--- config.mk ---
export PLATFORM = sky130hd
export DESIGN_NAME = cache_control_nway
export DESIGN_NICKNAME = d
export VERILOG_FILES = /design/src/rtl/cache_control_nway.sv
export SDC_FILE = /design/constraint.sdc
export NUM_CORES = 1
export LEC_CHECK = 0
export CAP_MARGIN = 25
export CORE_UTILIZATION = 36
export CTS_CLUSTER_DIAMETER = 120
export DETAILED_ROUTE_END_ITERATION = 7
export GPL_ROUTABILITY_DRIVEN = 0
export HOLD_SLACK_MARGIN = 0.1
export PLACE_DENSITY_LB_ADDON = 0.1
export SKIP_CTS_REPAIR_TIMING = 1
export SYNTH_ARGS = -nofsm -noshare
export SYNTH_HDL_FRONTEND = slang
export SYNTH_SLANG_ARGS = --single-unit
--- constraint.sdc ---
create_clock -name clk -period 3.6 [get_ports clk]
set_input_delay 0.72 -clock clk [delete_from_list [all_inputs] [get_ports clk]]
set_output_delay 0.72 -clock clk [all_outputs]
set_load 0.005 [all_outputs]
--- src/rtl/cache_control_nway.sv ---
// rtl/cache_control_nway.sv - N-way set-associative cache controller with per-set tree-PLRU replacement
// Optional performance counters: define CACHE_CTRL_PERF_EN to build hit/miss/write-back counters.
module cache_control_nway #(
  parameter  int WAYS  = 4,
  parameter  int SET_W = 3,
  localparam int TAG_W = 27 - SET_W,
  localparam int WAY_W = $clog2(WAYS),
  localparam int SETS  = 2 ** SET_W
) (
  input  logic                  clk,
  input  logic                  rst_n,
  input  logic                  cpu_read,
  input  logic                  cpu_write,
  input  logic [31:0]           address,
  input  logic [WAYS*TAG_W-1:0] tags,
  input  logic [WAYS-1:0]       valid,
  input  logic [WAYS-1:0]       dirty,
  input  logic                  mem_resp,
  output logic                  mem_read,
  output logic                  mem_write,
  output logic                  mem_addr_sel,
  output logic                  cache_resp,
  output logic [WAYS-1:0]       ld_tag,
  output logic [WAYS-1:0]       ld_valid,
  output logic [WAYS-1:0]       ld_dirty,
  output logic [WAYS-1:0]       dirty_in,
  output logic [WAYS-1:0]       data_we,
  output logic                  data_src,
  output logic [WAY_W-1:0]      out_way,
  output logic [31:0]           hit_count,
  output logic [31:0]           miss_count,
  output logic [31:0]           wb_count
);

  typedef enum logic [1:0] {S_IDLE, S_CHECK, S_WRITEBACK, S_FILL} state_e;

  state_e           state_q, state_d;
  logic [WAY_W-1:0] victim_q, victim_d;
  logic [WAYS-2:0]  plru_q [SETS];
  logic [WAYS-2:0]  plru_d [SETS];

  logic [TAG_W-1:0] addr_tag;
  logic [SET_W-1:0] set_idx;
  logic             req;
  logic             hit;
  logic             inv_found;
  logic [WAY_W-1:0] hit_way;
  logic [WAY_W-1:0] inv_way;
  logic [WAY_W-1:0] plru_way;
  logic [WAY_W-1:0] miss_way;
  logic             plru_touch_en;
  logic [WAY_W-1:0] plru_touch_way;
  logic             unused_offset;

  // Walk the tree from the root; a 0 bit means the victim lies in the lower half
  function automatic logic [WAY_W-1:0] plru_pick(input logic [WAYS-2:0] bits);
    logic [WAY_W-1:0] w;
    logic             b;
    int               node;
    w    = '0;
    node = 0;
    for (int lvl = 0; lvl < WAY_W; lvl++) begin
      b = 1'b0;
      for (int n = 0; n < WAYS - 1; n++) if (n == node) b = bits[n];
      w    = (w << 1) | WAY_W'(b);
      node = 2 * node + 1 + int'(b);
    end
    return w;
  endfunction

  // Point every node on the accessed way's path away from that way
  function automatic logic [WAYS-2:0] plru_touch(input logic [WAYS-2:0] bits,
                                                 input logic [WAY_W-1:0] w);
    logic [WAYS-2:0]  nxt;
    logic [WAY_W-1:0] sh;
    int               node;
    nxt  = bits;
    node = 0;
    for (int lvl = 0; lvl < WAY_W; lvl++) begin
      sh = w >> (WAY_W - 1 - lvl);
      for (int n = 0; n < WAYS - 1; n++) if (n == node) nxt[n] = ~sh[0];
      node = 2 * node + 1 + int'(sh[0]);
    end
    return nxt;
  endfunction

  assign addr_tag      = address[31:5+SET_W];
  assign set_idx       = address[4+SET_W:5];
  assign req           = cpu_read | cpu_write;
  assign unused_offset = ^address[4:0];
  assign plru_way      = plru_pick(plru_q[set_idx]);
  assign miss_way      = inv_found ? inv_way : plru_way;

  // Tag compare and lowest-invalid search across the indexed set (lowest index wins)
  always_comb begin
    hit       = 1'b0;
    hit_way   = '0;
    inv_found = 1'b0;
    inv_way   = '0;
    for (int i = WAYS - 1; i >= 0; i--) begin
      if (valid[i] && (tags[i*TAG_W +: TAG_W] == addr_tag)) begin
        hit     = 1'b1;
        hit_way = WAY_W'(i);
      end
      if (!valid[i]) begin
        inv_found = 1'b1;
        inv_way   = WAY_W'(i);
      end
    end
  end

  // State and victim registers
  always_ff @(posedge clk or negedge rst_n) begin
    if (!rst_n) begin
      state_q  <= S_IDLE;
      victim_q <= '0;
    end else begin
      state_q  <= state_d;
      victim_q <= victim_d;
    end
  end

  // Next state: a started write-back/fill always runs to completion
  always_comb begin
    state_d  = state_q;
    victim_d = victim_q;
    case (state_q)
      S_IDLE: if (req) state_d = S_CHECK;
      S_CHECK: begin
        if (!req || hit) begin
          state_d = S_IDLE;
        end else begin
          victim_d = miss_way;
          state_d  = (valid[miss_way] && dirty[miss_way]) ? S_WRITEBACK : S_FILL;
        end
      end
      S_WRITEBACK: if (mem_resp) state_d = S_FILL;
      S_FILL:      if (mem_resp) state_d = S_CHECK;
      default:     state_d = S_IDLE;
    endcase
  end

  // Outputs and PLRU touch requests decoded from the current state
  always_comb begin
    mem_read       = 1'b0;
    mem_write      = 1'b0;
    mem_addr_sel   = 1'b0;
    cache_resp     = 1'b0;
    ld_tag         = '0;
    ld_valid       = '0;
    ld_dirty       = '0;
    dirty_in       = '0;
    data_we        = '0;
    data_src       = 1'b0;
    out_way        = '0;
    plru_touch_en  = 1'b0;
    plru_touch_way = '0;
    case (state_q)
      S_CHECK: begin
        if (req && hit) begin
          cache_resp     = 1'b1;
          out_way        = hit_way;
          plru_touch_en  = 1'b1;
          plru_touch_way = hit_way;
          if (cpu_write) begin
            data_we  = WAYS'(1) << hit_way;
            ld_dirty = WAYS'(1) << hit_way;
            dirty_in = WAYS'(1) << hit_way;
            data_src = 1'b1;
          end
        end
      end
      S_WRITEBACK: begin
        mem_write    = 1'b1;
        mem_addr_sel = 1'b1;
        out_way      = victim_q;
      end
      S_FILL: begin
        mem_read = 1'b1;
        if (mem_resp) begin
          data_we        = WAYS'(1) << victim_q;
          ld_tag         = WAYS'(1) << victim_q;
          ld_valid       = WAYS'(1) << victim_q;
          ld_dirty       = WAYS'(1) << victim_q;
          plru_touch_en  = 1'b1;
          plru_touch_way = victim_q;
        end
      end
      default: ;
    endcase
  end

  // Only the indexed set's tree can change in a given cycle
  always_comb begin
    plru_d = plru_q;
    if (plru_touch_en) plru_d[set_idx] = plru_touch(plru_q[set_idx], plru_touch_way);
  end

  // PLRU tree storage, one tree per set
  always_ff @(posedge clk or negedge rst_n) begin
    if (!rst_n) begin
      for (int s = 0; s < SETS; s++) plru_q[s] <= '0;
    end else begin
      for (int s = 0; s < SETS; s++) plru_q[s] <= plru_d[s];
    end
  end

`ifdef CACHE_CTRL_PERF_EN
  logic        filled_q, filled_d;
  logic [31:0] hit_count_q, hit_count_d;
  logic [31:0] miss_count_q, miss_count_d;
  logic [31:0] wb_count_q, wb_count_d;

  // Saturating counters; the re-check hit that closes a fill is not a hit
  always_comb begin
    filled_d     = (state_q == S_FILL) && mem_resp;
    hit_count_d  = hit_count_q;
    miss_count_d = miss_count_q;
    wb_count_d   = wb_count_q;
    if ((state_q == S_CHECK) && req && hit && !filled_q && (hit_count_q != '1))
      hit_count_d = hit_count_q + 32'd1;
    if ((state_q == S_CHECK) && req && !hit && (miss_count_q != '1))
      miss_count_d = miss_count_q + 32'd1;
    if ((state_q == S_WRITEBACK) && mem_resp && (wb_count_q != '1))
      wb_count_d = wb_count_q + 32'd1;
  end

  // Counter registers
  always_ff @(posedge clk or negedge rst_n) begin
    if (!rst_n) begin
      filled_q     <= 1'b0;
      hit_count_q  <= '0;
      miss_count_q <= '0;
      wb_count_q   <= '0;
    end else begin
      filled_q     <= filled_d;
      hit_count_q  <= hit_count_d;
      miss_count_q <= miss_count_d;
      wb_count_q   <= wb_count_d;
    end
  end

  assign hit_count  = hit_count_q;
  assign miss_count = miss_count_q;
  assign wb_count   = wb_count_q;
`else
  assign hit_count  = '0;
  assign miss_count = '0;
  assign wb_count   = '0;
`endif

endmodule
==> run_summary.xml <==
<?xml version="1.0" encoding="UTF-8"?>
<metrics>
  <group name="synthesis">
    <metric name="mappedNetlistArea" unit="um2">3613</metric>
    <metric name="asr_flop_ratio_synth" unit="%">100.0</metric>
    <metric name="number_of_flops_mapped_to_enable_cells_by_yosys" unit="">0</metric>
    <metric name="distinct_cell_type_count_after_synthesis" unit="">48</metric>
    <metric name="number_of_standard_cells_after_synthesis" unit="">400</metric>
    <metric name="flip_flop_cell_with_the_highest_count_after_synthesis" unit="">sky130_fd_sc_hd__dfrtp_1</metric>
    <metric name="ys_ff_latch" unit="">28</metric>
    <metric name="yosys_warnings" unit="">0</metric>
    <metric name="syn_area_per_cell" unit="um2">9.034</metric>
    <metric name="synth-seq-area-share" unit="%">19.39</metric>
  </group>
  <group name="place">
    <metric name="detail_placement_hpwl" unit="mm">10.01</metric>
    <metric name="count_of_buffers_from_port_buffering" unit="">162</metric>
    <metric name="dpl.cell_count" unit="">729</metric>
    <metric name="placed_cell_area" unit="um2">5310</metric>
  </group>
  <group name="hold_path">
    <metric name="hold_end" unit="">plru_q[3]</metric>
    <metric name="min_path_type" unit="">flop to flop</metric>
    <metric name="min-delay-start" unit="">plru_q[3]</metric>
    <metric name="min_delay_path_depth" unit="">1</metric>
  </group>
  <group name="cts">
    <metric name="clk_pin_slew_worst_paths" unit="ps">90</metric>
    <metric name="cts_root_buf" unit="">sky130_fd_sc_hd__clkbuf_8</metric>
    <metric name="htree_num_levels" unit="">1</metric>
    <metric name="tritoncts" unit="">done</metric>
    <metric name="clkLatencyLatePin" unit="ps">270</metric>
    <metric name="clock_path_buffers" unit="">2</metric>
    <metric name="cts_buffers" unit="">3</metric>
    <metric name="numClockSinks" unit="">28</metric>
  </group>
  <group name="worst_setup_path">
    <metric name="rr_startpoint" unit="">state_q[1]</metric>
    <metric name="r2r-end" unit="">plru_q[16]</metric>
    <metric name="worst-setup-path-type" unit="">input pin to primary output</metric>
    <metric name="critPathLaunchType" unit="">input pin</metric>
    <metric name="timing.critical_path.to_type" unit="">primary output</metric>
    <metric name="regToRegSetupSlack" unit="ps">1290</metric>
    <metric name="timing.critical_path.arrival" unit="ps">2850</metric>
    <metric name="worst-r2r-cell-count" unit="">9</metric>
    <metric name="worstPathMaxFanout" unit="">3</metric>
    <metric name="timing.critical_path.required" unit="ps">2880</metric>
  </group>
  <group name="routing">
    <metric name="routedWlPerCell" unit="um">15.87</metric>
    <metric name="post_detailed_route_via_to_cell_ratio" unit="">4.460</metric>
    <metric name="iteration_count_of_the_initial_detailed_routing_pass" unit="">4</metric>
    <metric name="route.detailed.drc" unit="">0</metric>
    <metric name="detailedRoute.firstIterationViolations" unit="">70</metric>
    <metric name="route.final.wire_length" unit="mm">11.78</metric>
    <metric name="route.antenna.remaining_nets" unit="">0</metric>
    <metric name="via_count" unit="">3309</metric>
  </group>
  <group name="cells_and_area">
    <metric name="fin_cells" unit="">742</metric>
    <metric name="post_route_cells_drive_above_1_share" unit="%">20.43</metric>
    <metric name="finalInstanceArea" unit="um2">5788</metric>
    <metric name="finalNetCount" unit="">753</metric>
    <metric name="layout-area-overhead-vs-synth" unit="%">60.18</metric>
  </group>
  <group name="pwr">
    <metric name="leakage" unit="nW">3.239</metric>
    <metric name="design_power_total" unit="W">0.001556</metric>
    <metric name="power.combinational.fraction" unit="%">51.7</metric>
    <metric name="seqPwrFrac" unit="%">32.5</metric>
    <metric name="netSwitchingPower" unit="W">0.0005238</metric>
    <metric name="p_int" unit="W">0.001032</metric>
    <metric name="clock_power_share" unit="%">15.9</metric>
    <metric name="irDropWorstVdd" unit="mV">0.4048</metric>
    <metric name="sw_frac_of_total" unit="%">33.67</metric>
    <metric name="power-per-cell-area" unit="nW/um2">268.8</metric>
  </group>
  <group name="global_routing">
    <metric name="antenna_found_initial" unit="">2</metric>
    <metric name="via_count_of_the_first_global_routing_pass" unit="">3133</metric>
    <metric name="grt_start_max_net_pins" unit="">29</metric>
    <metric name="track_usage" unit="%">21.96</metric>
    <metric name="grt_first_pass_wirelength" unit="mm">16.83</metric>
    <metric name="globalRoute.totalOverflow" unit="">0</metric>
  </group>
  <group name="status">
    <metric name="run_status" unit="">completed</metric>
  </group>
  <group name="timing">
    <metric name="layout_min_cycle_time" unit="ps">3571</metric>
    <metric name="final-max-slew-violation-count" unit="">0</metric>
    <metric name="rsz0062_at_grt" unit="">true</metric>
    <metric name="timing_hold_violations_final" unit="">0</metric>
    <metric name="clock.fmax" unit="MHz">280.0</metric>
    <metric name="setup_viol_count_final" unit="">0</metric>
    <metric name="finalClockSkew" unit="ps">2.788</metric>
    <metric name="final.setup.tns" unit="ps">0</metric>
    <metric name="post_route_clock_period_utilization" unit="%">99.21</metric>
    <metric name="fin_hold_ws" unit="ps">491.4</metric>
  </group>
  <group name="floorplanning">
    <metric name="design.core.area" unit="um2">9729</metric>
    <metric name="initial_utilization" unit="%">37.14</metric>
    <metric name="floorplan.die_area" unit="um2">10440</metric>
    <metric name="die_height" unit="um">102.2</metric>
    <metric name="fp-row-count" unit="">36</metric>
    <metric name="num_io_pins" unit="">264</metric>
    <metric name="chipWidth" unit="um">102.2</metric>
  </group>
  <group name="flow_run">
    <metric name="max_cap_viol_count" unit="">0</metric>
  </group>
</metrics>
## routing by layer
metal  share of wire [%]  global-route usage, %
met2                  50                  37.89
met3                 5.6                  2.873
met1                  42                  28.56
met4                 2.6                  6.593
met5                   0                      0
## worst max path at each step
stage                startpoint  depth (start not counted)           to  slack [ps]
floorplan           address[14]                         10  ld_dirty[3]         510
detailed placement  address[21]                         11  ld_dirty[2]        -600
CTS                 address[21]                         11  ld_dirty[2]        -610
global route            tags[4]                         12  ld_dirty[2]        -100
global placement    address[21]                         11  ld_dirty[2]        -610
finish                  tags[8]                         12  ld_dirty[2]          30
## sequential cells by signal, indices dropped and copies added, names as in the netlist
signal	flops
plru_q	24
state_q	2
victim_q	2
## worst max-delay path: stages
cell                              delay [ps]
sky130_fd_sc_hd__clkdlybuf4s50_1         470
sky130_fd_sc_hd__xnor2_1                 110
sky130_fd_sc_hd__nand4_1                 180
sky130_fd_sc_hd__nor4_2                  240
sky130_fd_sc_hd__buf_4                   180
sky130_fd_sc_hd__nand4_1                 110
sky130_fd_sc_hd__and3_4                  230
sky130_fd_sc_hd__nand2b_4                 90
sky130_fd_sc_hd__buf_6                   100
sky130_fd_sc_hd__nor3_4                   40
sky130_fd_sc_hd__or2_4                   250
sky130_fd_sc_hd__clkbuf_2                130
## power groups by stage
stage	Sequential [W]	Clock, W	Combinational, W
2_1_floorplan	0.000487	0	0.000519
3_5_place_dp	0.000511	0	0.000785
6_report	0.000505	0.000247	0.000804
3_3_place_gp	0.000504	0	0.000777
4_1_cts	0.000504	0.000254	0.000790
5_1_grt	0.000523	0.000268	0.000892
## cells in the mapped netlist (all sizes together), types with 2 or more instances
cell type	instances	area [um2]
nand3	7	35.03
mux2	28	315.3
and3	4	25.02
a21oi	4	20.02
mux2i	6	60.06
nor4	14	93.84
nand3b	2	15.01
nor3b	3	27.52
buf	109	812.0
ha	4	50.05
nor2b	3	18.77
and2	5	33.78
nor2	9	33.78
nand4	16	106.4
inv	8	30.03
xor2	44	385.4
nor3	7	40.04
mux4	4	90.09
o21ai	6	30.03
nand2b	3	18.77
or2	4	25.02
xnor2	52	463.0
nand2	16	60.06
dfrtp	28	700.7
## cell type report
cell class / instances / area [um2]
sequential: 28 / 700.7
inverter: 8 / 30.03
timing repair buffer: 218 / 2232
fill: 872 / 3941
clock buffer: 3 / 41.29
clock inverter: 1 / 30.03
antenna: 2 / 5.005
multi-input combinational: 349 / 2582
tap: 133 / 166.4
## cells in the final DEF, fill, tap and decap left out, drive strengths merged, types with 7 or more instances in the layout
cell,Yosys,final
xor2,44,44
dlymetal6s2s,0,74
buf,109,58
conb,1,96
dfrtp,28,28
nand2,16,16
clkdlybuf4s50,0,82
nand4,16,16
inv,8,8
nor2,9,9
nor3,7,7
clkbuf,1,7
xnor2,52,52
nand3,7,7
nor4,14,14
mux2,28,28
## kinds of logic (layout without fill, tap and decap cells)
logic type / count (synthesis) / in the layout / synth area share, %
buffers and inverters: 118 / 230 / 23.41
XOR/XNOR: 96 / 96 / 23.48
AND/OR/NAND/NOR: 93 / 93 / 14.75
multiplexers: 38 / 38 / 12.88
flip-flops: 28 / 28 / 19.39
AO/OA/AOI/OAI: 22 / 22 / 4.606
adder cells (fa/ha/maj): 4 / 4 / 1.385
other: 1 / 98 / 0.1038
## through the flow
| stage | worst slack, ps | util [%] |
|---|---|---|
| final | 28.58 | 59.49 |
| after global placement | -613.2 | 54.58 |
| after floorplan | 514.2 | - |
| after CTS | -611.4 | 55.31 |
| after global routing | -96.97 | 59.49 |
| after detailed placement | -604.7 | 54.58 |
Power figures use the tool's default switching activity.
